==> src/rtl/event_packetizer.sv <==
// Timestamps rising edges on four event inputs, queues them, and streams each
// queued event as a 7-byte frame over a send/ready byte handshake.
module event_packetizer #(
   parameter int         FIFO_DEPTH = 4,
   parameter logic [7:0] SYNC_BYTE  = 8'hA5
) (
   input  logic        clk,
   input  logic        reset_n,
   input  logic [31:0] time_value,
   input  logic        dg_out1,
   input  logic        dg_out2,
   input  logic        dg_out3,
   input  logic        pg_out,
   input  logic        tx_ready,
   output logic [7:0]  tx_data,
   output logic        tx_send,
   output logic        busy,
   output logic        overflow
);

   localparam int PTR_W = (FIFO_DEPTH > 1) ? $clog2(FIFO_DEPTH) : 1;
   localparam int CNT_W = PTR_W + 1;
   localparam logic [CNT_W-1:0] DEPTH_C = CNT_W'(FIFO_DEPTH);

   typedef enum logic [1:0] {IDLE, LOAD, SEND, WAIT_LO} state_t;

   function automatic logic [7:0] frame_chk(input logic [7:0] flags, input logic [31:0] ts);
      return flags ^ ts[31:24] ^ ts[23:16] ^ ts[15:8] ^ ts[7:0];
   endfunction

   function automatic logic [7:0] frame_byte(input logic [2:0] idx, input logic [7:0] flags,
                                             input logic [31:0] ts, input logic [7:0] chk);
      logic [7:0] b;
      b = 8'h00;
      case (idx)
         3'd0:    b = SYNC_BYTE;
         3'd1:    b = flags;
         3'd2:    b = ts[31:24];
         3'd3:    b = ts[23:16];
         3'd4:    b = ts[15:8];
         3'd5:    b = ts[7:0];
         3'd6:    b = chk;
         default: b = 8'h00;
      endcase
      return b;
   endfunction

   logic [3:0]       src;
   logic [3:0]       hist_q, hist_d, rise;
   logic             armed_q, armed_d;
   logic [35:0]      mem_q [FIFO_DEPTH];
   logic [PTR_W-1:0] wr_ptr_q, wr_ptr_d, rd_ptr_q, rd_ptr_d;
   logic [CNT_W-1:0] count_q, count_d;
   logic             overflow_q, overflow_d;
   logic             drop_pend_q, drop_pend_d;
   logic             event_w, full, pop, push, drop;
   logic [3:0]       ent_flags_q, ent_flags_d;
   logic [31:0]      ent_time_q, ent_time_d;
   logic [7:0]       flags_byte_q, flags_byte_d;
   logic [7:0]       chk_q, chk_d;
   state_t           state_q;
   logic [2:0]       idx_q;
   logic [7:0]       tx_data_q;
   logic             tx_send_q, busy_q;

   assign src = {pg_out, dg_out3, dg_out2, dg_out1};

   always_comb begin
      hist_d  = src;
      armed_d = 1'b1;
      rise    = armed_q ? (src & ~hist_q) : 4'b0000;
      event_w = |rise;
      full    = (count_q == DEPTH_C);
      pop     = (state_q == IDLE) && (count_q != '0);
      // A full FIFO still accepts an event when the FSM frees a slot this cycle.
      push    = event_w && (!full || pop);
      drop    = event_w && full && !pop;

      wr_ptr_d = push ? wr_ptr_q + 1'b1 : wr_ptr_q;
      rd_ptr_d = pop  ? rd_ptr_q + 1'b1 : rd_ptr_q;
      count_d  = count_q;
      if (push && !pop)
         count_d = count_q + 1'b1;
      else if (!push && pop)
         count_d = count_q - 1'b1;

      overflow_d  = overflow_q | drop;
      drop_pend_d = drop_pend_q;
      if (state_q == LOAD)
         drop_pend_d = 1'b0;
      if (drop)
         drop_pend_d = 1'b1;

      ent_flags_d = ent_flags_q;
      ent_time_d  = ent_time_q;
      if (pop)
         {ent_flags_d, ent_time_d} = mem_q[rd_ptr_q];

      flags_byte_d = flags_byte_q;
      chk_d        = chk_q;
      if (state_q == LOAD) begin
         flags_byte_d = {drop_pend_q, 3'b000, ent_flags_q};
         chk_d        = frame_chk(flags_byte_d, ent_time_q);
      end
   end

   always_ff @(posedge clk or negedge reset_n) begin
      if (!reset_n) begin
         hist_q      <= 4'b0000;
         armed_q     <= 1'b0;
         wr_ptr_q    <= '0;
         rd_ptr_q    <= '0;
         count_q     <= '0;
         overflow_q  <= 1'b0;
         drop_pend_q <= 1'b0;
      end else begin
         hist_q      <= hist_d;
         armed_q     <= armed_d;
         wr_ptr_q    <= wr_ptr_d;
         rd_ptr_q    <= rd_ptr_d;
         count_q     <= count_d;
         overflow_q  <= overflow_d;
         drop_pend_q <= drop_pend_d;
      end
   end

   // Queue storage and frame contents carry no reset; control decides when they are valid.
   always_ff @(posedge clk) begin
      if (push)
         mem_q[wr_ptr_q] <= {rise, time_value};
      ent_flags_q  <= ent_flags_d;
      ent_time_q   <= ent_time_d;
      flags_byte_q <= flags_byte_d;
      chk_q        <= chk_d;
   end

   always_ff @(posedge clk or negedge reset_n) begin
      if (!reset_n) begin
         state_q   <= IDLE;
         idx_q     <= 3'd0;
         tx_data_q <= 8'h00;
         tx_send_q <= 1'b0;
         busy_q    <= 1'b0;
      end else begin
         tx_send_q <= 1'b0;
         case (state_q)
            IDLE: begin
               if (pop) begin
                  state_q <= LOAD;
                  busy_q  <= 1'b1;
               end
            end
            LOAD: begin
               idx_q   <= 3'd0;
               state_q <= SEND;
            end
            SEND: begin
               if (tx_ready) begin
                  tx_data_q <= frame_byte(idx_q, flags_byte_q, ent_time_q, chk_q);
                  tx_send_q <= 1'b1;
                  state_q   <= WAIT_LO;
               end
            end
            WAIT_LO: begin
               // The transmitter acknowledges a byte by dropping tx_ready.
               if (!tx_ready) begin
                  if (idx_q == 3'd6) begin
                     state_q <= IDLE;
                     busy_q  <= 1'b0;
                  end else begin
                     idx_q   <= idx_q + 3'd1;
                     state_q <= SEND;
                  end
               end
            end
            default: state_q <= IDLE;
         endcase
      end
   end

   assign tx_data  = tx_data_q;
   assign tx_send  = tx_send_q;
   assign busy     = busy_q;
   assign overflow = overflow_q;

endmodule
==> config.mk <==
export PLATFORM = sky130hd
export DESIGN_NAME = event_packetizer
export DESIGN_NICKNAME = d
export VERILOG_FILES = /design/src/rtl/event_packetizer.sv
export SDC_FILE = /design/constraint.sdc
export NUM_CORES = 1
export LEC_CHECK = 0
export BUFFER_PORTS_ARGS = -buffer_cell sky130_fd_sc_hd__buf_2
export CORE_MARGIN = 1.5
export CORE_UTILIZATION = 40
export DETAILED_ROUTE_END_ITERATION = 8
export PLACE_DENSITY = 0.55
export SLEW_MARGIN = 5
export SYNTH_ARGS = -nofsm -noshare
export SYNTH_HDL_FRONTEND = slang
export SYNTH_SLANG_ARGS = --single-unit
==> constraint.sdc <==
create_clock -name clk -period 4.31 [get_ports clk]
set_clock_uncertainty 0.15 [all_clocks]
set_input_delay 0.431 -clock clk [delete_from_list [all_inputs] [get_ports clk]]
set_output_delay 0.431 -clock clk [all_outputs]
set_load 0.005 [all_outputs]
## Word-level counts from Yosys, hierarchy flattened

Memories as Yosys holds them, arrays and structs flattened. A register that Yosys moved wholly into a read port is not among the register bits.
Index checks and enable logic that the tools add are counted.

| word-level totals | value |
|---|---|
| memories kept | 1 |
| input bits | 39 |
| RAM bits | 144 |
| output and inout port bits | 11 |
| word-level logic and storage cells | 86 |
| register bits after elaboration | 42 |

| cells by class | value |
|---|---|
| bitwise operators | 7 |
| equality and inequality tests | 15 |
| reduce and logical (&&, ||, !) cells | 22 |
| add/sub/neg operators | 5 |
| mux-type cells | 22 |

Memories:

| memory | words | width | rd ports | clocked after Yosys merged registers in | write ports | line | RTL |
|---|---|---|---|---|---|---|---|
| mem_q | 4 | 36 | 1 | 1 | 1 | 51 | `logic [35:0] mem_q [FIFO_DEPTH];` |

Operators with widths:

| cell | number |
|---|---|
| one-hot mux 8 bit (7 select lines) | 1 |
| bitwise XOR 8 bit | 4 |
| == test 3 bit (second input constant) | 4 |
| 2-to-1 mux 3 bit | 4 |
| != test 2 bit (second input constant) | 5 |
| 2-to-1 mux 1 bit | 9 |
| 2-to-1 mux 2 bit | 4 |
| one-hot mux 2 bit (4 select lines) | 1 |
| nonzero test 2 bit | 4 |
| adder 3 x 1 -> 3 bit (second input constant) | 2 |
| == test 3 x 2 -> 1 bit (second input constant) | 2 |
| logical AND 1 bit | 6 |
| one-hot mux 3 bit (2 select lines) | 1 |
| AND reduction 3 bit | 2 |
| adder 2 x 1 -> 2 bit (second input constant) | 2 |
| AND 4 bit | 1 |
| == test 2 bit (second input constant) | 2 |
| 2-to-1 mux 4 bit | 1 |
| inverter 4 bit | 1 |
| AND reduction 4 bit | 1 |
| OR reduction 4 bit | 1 |
| == test 3 x 1 -> 1 bit (second input constant) | 1 |
| logical NOT 1 bit | 3 |
| logical NOT 3 bit | 1 |
| other kinds (8) | 8 |

## Depth between registers and ports, before layout

| logic depth | value |
|---|---|
| depth in word-level cells | 9 |
| depth in mapped cells | 10 |
| depth with buffers taken out | 9 |

## Worst setup path before layout

No wires, ideal clock.

| timing path | value |
|---|---|
| path type | register to register |
| start | register state_q[0] |
| end | register count_q[1] |
| cell stages (with the launch flop) | 9 |
| slack | 1.261 ns |
| period minus slack after synthesis | 3.049 ns |
| library setup time | 0.125 ns |
| arrival | 2.774 ns |
| path buffers | 1 |
| data required time | 4.035 ns |
| cells stage by stage | dfrtp_1 > buf_2 > nor2_2 > o31a_1 > inv_2 > ha_1 > inv_1 > fa_1 > mux2_2 |

| between the ends | value |
|---|---|
| elaborated cells on any way between the ends | 10 |
| those cells by class | 1 x mux; 9 x reduce/logical |

RTL lines:

| what | line | RTL |
|---|---|---|
| from (decl) | 61 | `state_t state_q;` |
| from (signal assigned) | 139 | `state_q <= IDLE;` |
| from (signal assigned) | 149 | `state_q <= LOAD;` |
| from (signal assigned) | 155 | `state_q <= SEND;` |
| logical NOT 2 bit * | 74 | `pop = (state_q == IDLE) && (count_q != '0);` |
| logical AND 1 bit * | 74 |  |
| logical OR 1 bit | 76 | `push = event_w && (!full \|\| pop);` |
| logical AND 1 bit | 76 |  |
| logical AND 1 bit * | 82 | `if (push && !pop)` |
| 2-to-1 mux 3 bit * | 82 |  |
| named net count_d[1] | 53 | `logic [CNT_W-1:0] count_q, count_d;` |
| to (signal assigned) | 121 | `count_q <= count_d;` |
| to (decl) | 53 |  |

Mark *: on every way through the listed nets, which the timed path passes. The rest lies on a longest branch.
A chain may end at the register's enable or synchronous reset.

## Final worst setup path

Same ends and word-level chain as after synthesis.

==> results by group <==
Place
  • PortBufs: 49
  • Gpl congestion: 0.752
  • DP HPWL: 9520 µm

Cells and area
  • N_diodes: 0
  • Filler instances: 1760
  • Area Growth Syn to Fin: 19.9%
  • Ratio of cells with drive above 1 in the final layout: 0.259
  • Final core occ: 0.491
  • Post-layout nets: 585

Synthesis
  • Yosys cell types: 49
  • Yosys top cell by area: edfxtp_1
  • Area share of the largest cell type after synthesis: 0.672
  • Post-synth EDFFs: 193
  • Seq/Total Area, Yosys: 0.756
  • FFs w/ async S/R, synth: 0.131
  • Syn Inst Count: 431
  • Avg Synthesized Cell Area: 20.0 µm²
  • Commonest cells post-synth: edfxtp_1 (193), mux4_2 (36), xnor2_1 (30)
  • Synth top area cells: edfxtp_1 (67%), mux4_2 (9.4%), dfrtp_1 (8.4%)
  • Synthesized flop and latch total: 222
  • Synth warn: 0
  • Netlist Area Pre-Place: 8630 µm²
  • Most common cell in the netlist: edfxtp_1
  • Most used DFF post-synth: edfxtp_1
  • Syn_nets: 481

Job
  • Max-cap violations: 0

Clock network
  • Htree depth: 1
  • CTS tree: built
  • Clock sink count: 222
  • CTS Buf Count: 24
  • Clock-pin slew on the worst setup and hold paths: 0.06 ns
  • Clk buf depth: 3
  • Root Buffer: clkbuf_16
  • Clk Latency, worst-skew pair: 0.51 ns
  • Post-CTS Setup Bufs: 0

Timing
  • Relative max-transition margin: 0.366
  • Tightest Pin Transition: 0.951 ns
  • Fin. Hold Viols: 0
  • Fin crit share: 0.616
  • Fin. max-slew vios: 0
  • Final Setup Violations: 0
  • RSZ-0062 raised after global routing: no
  • Setup tns final: 0 ns
  • Crit path time final: 2.65 ns
  • Fmax: 377 MHz

Worst hold path
  • Worst Hold Depth: 2
  • Hold Path Class: primary input to register
  • HP Start: tx_ready
  • Hold Path End: idx_q[2]

Setup path
  • Worst r2r src: state_q[0]
  • Worst r2r dst: count_q[1]
  • Worst-case reg-to-reg path depth: 8
  • Crit path kind: register to register
  • Critical path peak fanout: 39
  • Critical path launch point type: register
  • Worst R2R Setup Slack: 1.66 ns
  • Crit. End Element: register
  • Crit path required time: 4.54 ns
  • Critical Path AT: 2.88 ns

GRT
  • Gr ovfl total: 0
  • First-pass GRT wire length: 24700 µm
  • Gr usage total: 0.147
  • Number of global-route vias before repair: 4344
  • Largest net degree at the start of global routing: 40
  • Initial antenna violation count: 0

Route
  • WL final: 15700 µm
  • Iter 0 DRT Violations: 332
  • Mean routed wirelength per cell: 19.0 µm
  • Routed vias: 4147
  • Antenna Violating Nets Remaining: 0
  • # DRC: 0
  • Avg Vias per Cell: 5.01
  • First-pass detailed-route iteration total: 4

Pwr
  • Net Sw Power: 1720 µW
  • Leakage power: 0.00355 µW
  • Combinational share of power: 0.212
  • Pwr dens: 617 nW/µm²
  • Worst VDD drop: 0.289 mV
  • Sw Ratio: 0.270
  • Clock group share of total power: 0.318
  • Cell Int Power: 4660 µW
  • Sequential Power Share: 0.469

Floorplan
  • Starting density of the core: 0.409
  • Core area: 21100 µm²
  • Die height: 150 µm
  • Die area: 22500 µm²
  • Io pins: 50
  • Die width: 150 µm
  • Site row count: 53

Status
  • Outcome: complete, no violations
[metrics by stage]
stage	cells	hold WS (ns)	setup WS, ns	instance area [µm²]	power (µW)
finish	828	0.0482	1.66	10300	6380
global route	828	0.0295	1.44	10300	6710
CTS	828	0.0201	1.63	10300	6490
detailed placement	747	0.302	1.65	9180	4410
global placement	747	0.295	1.74	9180	4370
floorplan	431	-0.0146	1.26	8630	3950
[critical path: stages (launching register included)]
cell and delay (ns):
dfrtp_1 0.46, nor2_2 0.24, o31a_2 0.18, buf_4 0.42, inv_2 0.10, ha_1 0.23, inv_1 0.08, fa_1 0.40
mux2_2 0.26
[per-layer routing]
| layer | part of all wire | vias to the layer above | global-route usage | wire (µm) |
|---|---|---|---|---|
| met5 | 0 | - | 0 | 0 |
| met1 | 0.44 | 2123 | 0.202 | 6930 |
| met4 | 0.020 | 0 | 0.0412 | 320 |
| li1 | - | 1914 | - | - |
| met3 | 0.042 | 24 | 0.0265 | 665 |
| met2 | 0.50 | 86 | 0.243 | 7800 |
[power by group through the flow]
stage / Combinational, µW / Sequential (µW) / Clock (µW)
after global routing: 1490 / 3040 / 2180
after global placement: 1340 / 3030 / 0
after CTS: 1400 / 3010 / 2080
after detailed placement: 1360 / 3050 / 0
final: 1360 / 2990 / 2030
after floorplan: 1050 / 2890 / 0
[placed cells by master, fill, tap and decap left out, types with 8 or more instances in the layout]
master and n:
xnor2_1 30, clkbuf_16 25, dfrtp_1 28, nand2_1 19, inv_1 8, edfxtp_1 193, buf_2 49, clkbuf_1 8
o21ai_1 8, dlygate4sd3_1 37, buf_4 9, a21oi_1 8, mux4_2 36, ha_1 10
[final cells by class]
| type | count | area, µm² | share of cell area |
|---|---|---|---|
| flip-flops and latches | 222 | 6520 | 0.631 |
| inverters | 10 | 42.5 | 0.00411 |
| multi-input cells | 182 | 1960 | 0.189 |
| well taps | 275 | 344 | 0.0333 |
| clock inverters | 10 | 125 | 0.0121 |
| repair buffers | 95 | 683 | 0.0660 |
| clock buffers | 34 | 669 | 0.0647 |
[worst max path at each step]
stage | from | endpoint
after floorplan | state_q[0] | count_q[1]
after CTS | state_q[0] | count_q[1]
final | state_q[0] | count_q[1]
after detailed placement | state_q[0] | count_q[1]
after global placement | state_q[0] | count_q[1]
after global routing | state_q[0] | count_q[1]
[flip-flops by register name (all words and copies together), names as in the netlist, 2 cells and up]
register,count
count_q,3
tx_data,8
wr_ptr_q,2
flags_byte_q,5
idx_q,3
ent_flags_q,4
mem_q,144
ent_time_q,32
rd_ptr_q,2
chk_q,8
hist_q,4
state_q,2
[cell families (layout without fill, tap and decap cells)]
| kind of cell | Yosys count | after routing | synth area share |
|---|---|---|---|
| buffers and inverters | 27 | 149 | 0.0173 |
| XOR/XNOR | 35 | 35 | 0.0355 |
| AND/OR/NAND/NOR | 47 | 47 | 0.0293 |
| flip-flops | 222 | 222 | 0.756 |
| AO/OA/AOI/OAI | 48 | 48 | 0.0451 |
| other | 1 | 1 | 0.000435 |
| multiplexers | 40 | 40 | 0.0996 |
| adder cells (fa/ha/maj) | 11 | 11 | 0.0168 |
[repair_timing]
action / CTS / global route
resized for setup: 0 / 0
hold buffers: 37 / 0
endpoints found under the hold margin: 159 / 0
Note: power is estimated with default switching activity, not from simulation.
